[config.mk]
export PLATFORM = sky130hd
export DESIGN_NAME = riscv_base_trap_seq
export DESIGN_NICKNAME = d
export VERILOG_FILES = /design/src/rtl/riscv_base_csr_pkg.sv /design/src/rtl/riscv_base_irq_prio.sv /design/src/rtl/riscv_base_trap_seq.sv
export SDC_FILE = /design/constraint.sdc
export NUM_CORES = 1
export LEC_CHECK = 0
export CAP_MARGIN = 10
export CORE_AREA = 2 2 128 130
export DETAILED_ROUTE_END_ITERATION = 12
export DIE_AREA = 0 0 130 132
export MAX_ROUTING_LAYER = met4
export PLACE_DENSITY = 0.77
export SLEW_MARGIN = 30
export SYNTH_ARGS = -nofsm -noshare
export SYNTH_HDL_FRONTEND = slang
export SYNTH_SLANG_ARGS = --single-unit
export TNS_END_PERCENT = 1
[constraint.sdc]
create_clock -name clk_in -period 3.4 [get_ports clk_in]
set_input_delay 0.68 -clock clk_in [delete_from_list [all_inputs] [get_ports clk_in]]
set_output_delay 0.68 -clock clk_in [all_outputs]
set_load 0.1 [all_outputs]
[src/rtl/riscv_base_csr_pkg.sv]
// Shared CSR addresses, mstatus field positions, interrupt indices and the
// trap sequencer state type.
package riscv_base_csr_pkg;

  localparam logic [11:0] CSR_MSTATUS = 12'h300;
  localparam logic [11:0] CSR_MTVEC   = 12'h305;
  localparam logic [11:0] CSR_MEPC    = 12'h341;
  localparam logic [11:0] CSR_MCAUSE  = 12'h342;
  localparam logic [11:0] CSR_MTVAL   = 12'h343;

  localparam int unsigned MSTATUS_MIE    = 3;
  localparam int unsigned MSTATUS_MPIE   = 7;
  localparam int unsigned MSTATUS_MPP_LO = 11;
  localparam int unsigned MSTATUS_MPP_HI = 12;

  localparam int unsigned IRQ_MSI = 3;
  localparam int unsigned IRQ_MTI = 7;
  localparam int unsigned IRQ_MEI = 11;

  typedef enum logic [2:0] {
    ST_IDLE,
    ST_WR_EPC,
    ST_WR_CAUSE,
    ST_WR_TVAL,
    ST_WR_STATUS,
    ST_MRET_STATUS,
    ST_REDIRECT
  } trap_state_t;

  // mstatus on trap entry: stack MIE into MPIE, disable, record M-mode
  function automatic logic [31:0] trap_mstatus(input logic [31:0] s);
    logic [31:0] r;
    r = s;
    r[MSTATUS_MPIE] = s[MSTATUS_MIE];
    r[MSTATUS_MIE]  = 1'b0;
    r[MSTATUS_MPP_HI:MSTATUS_MPP_LO] = 2'b11;
    return r;
  endfunction

  // mstatus on MRET: restore MIE from MPIE, set MPIE, stay in M-mode
  function automatic logic [31:0] mret_mstatus(input logic [31:0] s);
    logic [31:0] r;
    r = s;
    r[MSTATUS_MIE]  = s[MSTATUS_MPIE];
    r[MSTATUS_MPIE] = 1'b1;
    r[MSTATUS_MPP_HI:MSTATUS_MPP_LO] = 2'b11;
    return r;
  endfunction

endpackage

[src/rtl/riscv_base_irq_prio.sv]
// Fixed-priority interrupt encoder: MEI > MSI > MTI > others (lowest first).
module riscv_base_irq_prio
  import riscv_base_csr_pkg::*;
#(
  parameter int unsigned IRQ_W = 32
) (
  input  logic [IRQ_W-1:0] i_irq,
  output logic             o_valid,
  output logic [4:0]       o_idx
);

  // Widen so the fixed indices are always addressable for narrow vectors
  localparam int unsigned EXT_W = (IRQ_W > 12) ? IRQ_W : 12;

  logic [EXT_W-1:0] w_irq;
  logic             w_found;

  assign w_irq   = EXT_W'(i_irq);
  assign o_valid = |i_irq;

  // Lowest generic index first, then the named sources override in rising priority
  always_comb begin
    o_idx   = '0;
    w_found = 1'b0;
    for (int unsigned i = 0; i < EXT_W; i++) begin
      if (!w_found && w_irq[i] && i != IRQ_MSI && i != IRQ_MTI && i != IRQ_MEI) begin
        o_idx   = 5'(i);
        w_found = 1'b1;
      end
    end
    if (w_irq[IRQ_MTI]) o_idx = 5'(IRQ_MTI);
    if (w_irq[IRQ_MSI]) o_idx = 5'(IRQ_MSI);
    if (w_irq[IRQ_MEI]) o_idx = 5'(IRQ_MEI);
  end

endmodule

[src/rtl/riscv_base_trap_seq.sv]
// Trap/return sequencer owning the CSR write port: writes mepc, mcause,
// mtval and mstatus on a trap (or mstatus on MRET), then redirects once.
module riscv_base_trap_seq
  import riscv_base_csr_pkg::*;
#(
  parameter bit          SUPPORT_VECTORED = 1'b1,
  parameter int unsigned IRQ_W            = 32
) (
  input  logic             clk_in,
  input  logic             rst_in,
  input  logic [5:0]       exception_i,
  input  logic [31:0]      exception_pc_i,
  input  logic [31:0]      exception_addr_i,
  input  logic             mret_i,
  input  logic [IRQ_W-1:0] irq_pending_i,
  input  logic             mie_global_i,
  input  logic [31:0]      status_i,
  input  logic [31:0]      mtvec_i,
  input  logic [31:0]      mepc_i,
  input  logic             pipe_csr_we_i,
  input  logic [11:0]      pipe_csr_waddr_i,
  input  logic [31:0]      pipe_csr_wdata_i,
  output logic             pipe_csr_ready_o,
  output logic             csr_we_o,
  output logic [11:0]      csr_waddr_o,
  output logic [31:0]      csr_wdata_o,
  output logic             stall_o,
  output logic             csr_branch_o,
  output logic [31:0]      csr_target_o,
  output logic             busy_o
);

  trap_state_t r_state;
  logic [31:0] r_pc;
  logic [31:0] r_cause;
  logic [31:0] r_tval;
  logic        r_is_irq;
  logic        r_is_mret;

  logic        w_irq_valid;
  logic [4:0]  w_irq_idx;
  logic        w_idle;
  logic        w_take_exc;
  logic        w_take_irq;
  logic        w_take_mret;
  logic        w_start;
  logic [31:0] w_base;
  logic        w_unused_pc_lsb;

  riscv_base_irq_prio #(
    .IRQ_W (IRQ_W)
  ) u_prio (
    .i_irq   (irq_pending_i),
    .o_valid (w_irq_valid),
    .o_idx   (w_irq_idx)
  );

  // Gating with rst_in keeps every output quiet while reset is held
  assign w_idle      = (r_state == ST_IDLE) && rst_in;
  assign w_take_exc  = w_idle && (exception_i != '0);
  assign w_take_irq  = w_idle && !w_take_exc && mie_global_i && w_irq_valid;
  assign w_take_mret = w_idle && !w_take_exc && !w_take_irq && mret_i;
  assign w_start     = w_take_exc || w_take_irq || w_take_mret;

  assign busy_o           = (r_state != ST_IDLE);
  assign stall_o          = w_start || busy_o;
  assign csr_branch_o     = (r_state == ST_REDIRECT);
  assign pipe_csr_ready_o = w_idle && !w_start;
  assign w_base           = {mtvec_i[31:2], 2'b00};
  assign w_unused_pc_lsb  = ^exception_pc_i[1:0];

  // Sequencer state and trap context latched at the start cycle
  always_ff @(posedge clk_in or negedge rst_in) begin
    if (!rst_in) begin
      r_state   <= ST_IDLE;
      r_pc      <= '0;
      r_cause   <= '0;
      r_tval    <= '0;
      r_is_irq  <= 1'b0;
      r_is_mret <= 1'b0;
    end else begin
      case (r_state)
        ST_IDLE: begin
          if (w_take_exc) begin
            r_pc      <= {exception_pc_i[31:2], 2'b00};
            r_cause   <= {26'b0, exception_i};
            r_tval    <= exception_addr_i;
            r_is_irq  <= 1'b0;
            r_is_mret <= 1'b0;
            r_state   <= ST_WR_EPC;
          end else if (w_take_irq) begin
            r_pc      <= {exception_pc_i[31:2], 2'b00};
            r_cause   <= {1'b1, 26'b0, w_irq_idx};
            r_tval    <= '0;
            r_is_irq  <= 1'b1;
            r_is_mret <= 1'b0;
            r_state   <= ST_WR_EPC;
          end else if (w_take_mret) begin
            r_is_irq  <= 1'b0;
            r_is_mret <= 1'b1;
            r_state   <= ST_MRET_STATUS;
          end
        end
        ST_WR_EPC:      r_state <= ST_WR_CAUSE;
        ST_WR_CAUSE:    r_state <= ST_WR_TVAL;
        ST_WR_TVAL:     r_state <= ST_WR_STATUS;
        ST_WR_STATUS:   r_state <= ST_REDIRECT;
        ST_MRET_STATUS: r_state <= ST_REDIRECT;
        ST_REDIRECT:    r_state <= ST_IDLE;
        default:        r_state <= ST_IDLE;
      endcase
    end
  end

  // CSR write port: sequencer writes in its write states, pipeline otherwise
  always_comb begin
    csr_we_o    = 1'b0;
    csr_waddr_o = '0;
    csr_wdata_o = '0;
    case (r_state)
      ST_WR_EPC: begin
        csr_we_o    = 1'b1;
        csr_waddr_o = CSR_MEPC;
        csr_wdata_o = r_pc;
      end
      ST_WR_CAUSE: begin
        csr_we_o    = 1'b1;
        csr_waddr_o = CSR_MCAUSE;
        csr_wdata_o = r_cause;
      end
      ST_WR_TVAL: begin
        csr_we_o    = 1'b1;
        csr_waddr_o = CSR_MTVAL;
        csr_wdata_o = r_tval;
      end
      ST_WR_STATUS: begin
        csr_we_o    = 1'b1;
        csr_waddr_o = CSR_MSTATUS;
        csr_wdata_o = trap_mstatus(status_i);
      end
      ST_MRET_STATUS: begin
        csr_we_o    = 1'b1;
        csr_waddr_o = CSR_MSTATUS;
        csr_wdata_o = mret_mstatus(status_i);
      end
      default: begin
        if (pipe_csr_ready_o) begin
          csr_we_o    = pipe_csr_we_i;
          csr_waddr_o = pipe_csr_waddr_i;
          csr_wdata_o = pipe_csr_wdata_i;
        end
      end
    endcase
  end

  // Redirect target, only driven during the redirect pulse
  always_comb begin
    csr_target_o = '0;
    if (r_state == ST_REDIRECT) begin
      if (r_is_mret) begin
        csr_target_o = mepc_i;
      end else if (SUPPORT_VECTORED && (mtvec_i[1:0] == 2'b01) && r_is_irq) begin
        csr_target_o = w_base + {25'b0, r_cause[4:0], 2'b00};
      end else begin
        csr_target_o = w_base;
      end
    end
  end

endmodule
==> flow_summary_export.csv, run 1 <==
group,metric,value,unit
run,maxCapViolations,0,
power,power.leakage,5.15,nW
sta,slew-limit-headroom,41.8,%
drt,antenna_left,0,
sta,rsz0062_at_grt,"yes",
synthesis,yosysUniqueCellTypes,61,
sta,slew_violations,0,
run_status,violations,"negative setup slack",
die,core,15700,um^2
synthesis,ys_seq_area_share,32.3,%
synthesis,netlist_top_cells_area,"dfrtp_1, a21oi_1, a22o_1",
synthesis,synthCells,703,
layout,final_layout_size_suffix_gt1_share,36.1,%
drt,totalWireLength,26700,um
drt,vias,7488,
layout,finish.instance_area,12100,um^2
synthesis,yosysWarningCount,0,
clock_network,clock_sinks,74,
sta,fin_crit,3.47,ns
die,rows,46,
place,dp_cells,1302,
clock_network,cts_buffers,9,
hold_path,min-delay-path-class,"in2async",
synthesis,synth_area,5730,um^2
synthesis,synth_fp_nets,956,
clock_network,clk_path_buf_depth,2,
synthesis,yosysTopAreaCellShare,32.3,%
synthesis,async_flop_share,100,%
grt,antenna_found_initial,3,
clock_network,cts-htree-levels,3,
clock_network,clock-root-buffer,"clkbuf_16",
sta,fin_crit_sh,102,%
grt,grt_overflow,0,
sta,final-setup-viol-count,17,
sta,finalHoldViolCount,0,
sta,layout_setup_ws,-0.0717,ns
synthesis,ys_ff_latch,74,
clock_network,holdBufCountCts,0,
drt,initialDrtViolationCount,503,
clock_network,cts_tree,"built",
clock_network,clk_latency,0.34,ns
place,io_buffers,323,
setup_path,cp_max_fo,7,
place,hpwl,19900,um
power,power_density,962,nW/um^2
drt,drc_errors,0,
layout,syn_to_final_growth,112,%
layout,layout_commonest_cell,"clkdlybuf4s50_1",
sta,tightest_slew,0.872,ns
power,ir_drop,1180,uV
sta,fin_skew,0.00407,ns
setup_path,worst_setup_path_start_kind,"input pin",
layout,instances_no_fill,1370,
setup_path,worstPathRequired,2.72,ns
drt,viasPerCell,5.47,
die,die-height,132,um
synthesis,ys.flop_type,"dfrtp_1",
drt,post_drt_wl_per_cell,19.5,um
setup_path,cp-end-kind,"output port",
die,start_util,36.5,%
die,die-area,17200,um^2
run_status,outcome,"finished with violations",
grt,grt_pass1_wl,41100,um
place,gp_congestion,0.935,
layout,layout_common_cells,"clkdlybuf4s50_1, buf_4, buf_12",
setup_path,cp.arrival,2.79,ns
place,postPlaceCellArea,11100,um^2
sta,max_freq,288,MHz
layout,nNetsFinal,1399,
drt,drt_first_pass_iters,5,
synthesis,synth_largest_area_cell,"dfrtp_1",
grt,grt_max_degree,65,
die,dieWidth,130,um
setup_path,critical_path_class,"in2out",
grt,grt_use_total,31.6,%
synthesis,postSynthAreaPerCell,8.15,um^2
die,ios,328,
grt,grt_pass1_vias,7781,
clock_network,clk_pin_slew,0.06,ns
synthesis,synth_edf_count,0,
-- cells in the mapped netlist, drive strengths merged (4+ instances only) --
cell / n
a211oi: 13
a21o: 5
a21oi: 89
a221o: 5
a221oi: 23
a22o: 33
a31oi: 4
and2: 8
and3: 8
buf: 22
clkbuf: 26
dfrtp: 74
ha: 5
inv: 43
mux2: 30
mux2i: 7
nand2: 71
nand2b: 4
nand3: 15
nand4: 8
nor2: 68
nor2b: 5
nor3: 16
nor4: 11
o21ai: 36
o21bai: 4
o22ai: 4
o31a: 4
or2: 4
or3: 5
xnor2: 24
-- registers in the layout (all words and copies together) (netlist names) --
register and count:
r_state 3, r_is_irq 1, r_cause 7, r_pc 30
r_tval 32, r_is_mret 1
-- routing by layer --
layer / vias to the layer above / GRT usage (%) / share of wire [%]
met5: - / - / 0
met4: 0 / 14.2 / 4.8
met3: 81 / 4.75 / 6.3
met2: 355 / 55.1 / 52
met1: 3595 / 35.1 / 37
li1: 3457 / - / -
-- kinds of logic after synthesis --
kind of cell	after synthesis	synth area share, %
AND/OR/NAND/NOR	229	19.4
flip-flops	74	32.3
XOR/XNOR	26	3.97
multiplexers	37	7.12
adder cells (fa/ha/maj)	6	1.44
AO/OA/AOI/OAI	240	29.2
buffers and inverters	91	6.48
-- path summary, 6_finish.rpt --
kind                                             start  cells past startpoint                      to  slack [ns]
max in group asynchronous                       rst_in                      3  r_state[0]$_DFFE_PN0P_        2.04
worst min register to register    r_pc[22]$_DFFE_PN0P_                      1    r_pc[22]$_DFFE_PN0P_        0.49
worst max-delay path                  irq_pending_i[1]                     10         csr_wdata_o[17]       -0.07
min in group clk_in               r_pc[22]$_DFFE_PN0P_                      1    r_pc[22]$_DFFE_PN0P_        0.49
worst min-delay path                            rst_in                      2    r_pc[26]$_DFFE_PN0P_        0.33
worst max register to register  r_state[2]$_DFFE_PN0P_                      5   r_tval[5]$_DFFE_PN0P_        1.00
-- worst max-delay path, cell delays in order --
cell and delay [ns]:
clkdlybuf4s15_1 0.24, nor3_4 0.21, nand4_1 0.19, o31a_1 0.33, nor3_4 0.17, buf_6 0.17
buf_12 0.16, nand2_4 0.06, a221oi_4 0.33, buf_12 0.22
-- power breakdown --
group	total, mW	switching (mW)	internal, mW
Clock	0.986	0.393	0.593
Combinational	9.09	5.63	3.46
Sequential	1.61	0.303	1.30
Total	11.7	6.33	5.35
-- through the flow --
| step | hold slack, ns | TNS (ns) | utilization [%] | power, mW | worst slack [ns] |
|---|---|---|---|---|---|
| finish | 0.331 | -0.606 | 77.3 | 11.7 | -0.0717 |
| detailed placement | 0.481 | -28.30 | 70.8 | 10.5 | -0.498 |
| floorplan | 0.384 | -18.93 | - | 7.25 | -0.519 |
| global route | 0.342 | -3.21 | 77.3 | 12.1 | -0.154 |
| CTS | 0.324 | -0.166 | 76.3 | 11.6 | -0.0326 |
| global placement | 0.474 | -27.68 | 70.8 | 10.3 | -0.467 |
-- repair_timing --
item | 4_1_cts | 5_1_grt
buffers inserted | 45 | 2
setup endpoints to repair | 74 | 62
pin swaps | 47 | 22
resized for setup | 135 | 48
gates cloned | 2 | 0
-- cell type report --
cell class / instances / area (um^2)
fillers: 1042 / 3570
diodes: 3 / 7.51
repair buffers: 480 / 5240
flip-flops and latches: 74 / 1850
clock inverters: 5 / 62.6
multi-input cells: 538 / 4300
clock buffers: 11 / 243
well taps: 216 / 270
inverters: 43 / 165
Power figures use the tool's default switching activity.
==> run 2, diff against run 1 <==
- ABC_CLOCK_PERIOD_IN_PS: not set -> 3400
- CTS_CLUSTER_SIZE: not set -> 16
==> results of run 2 <==
Same layout as run 1: the final DEF is identical, and so are final timing and power.
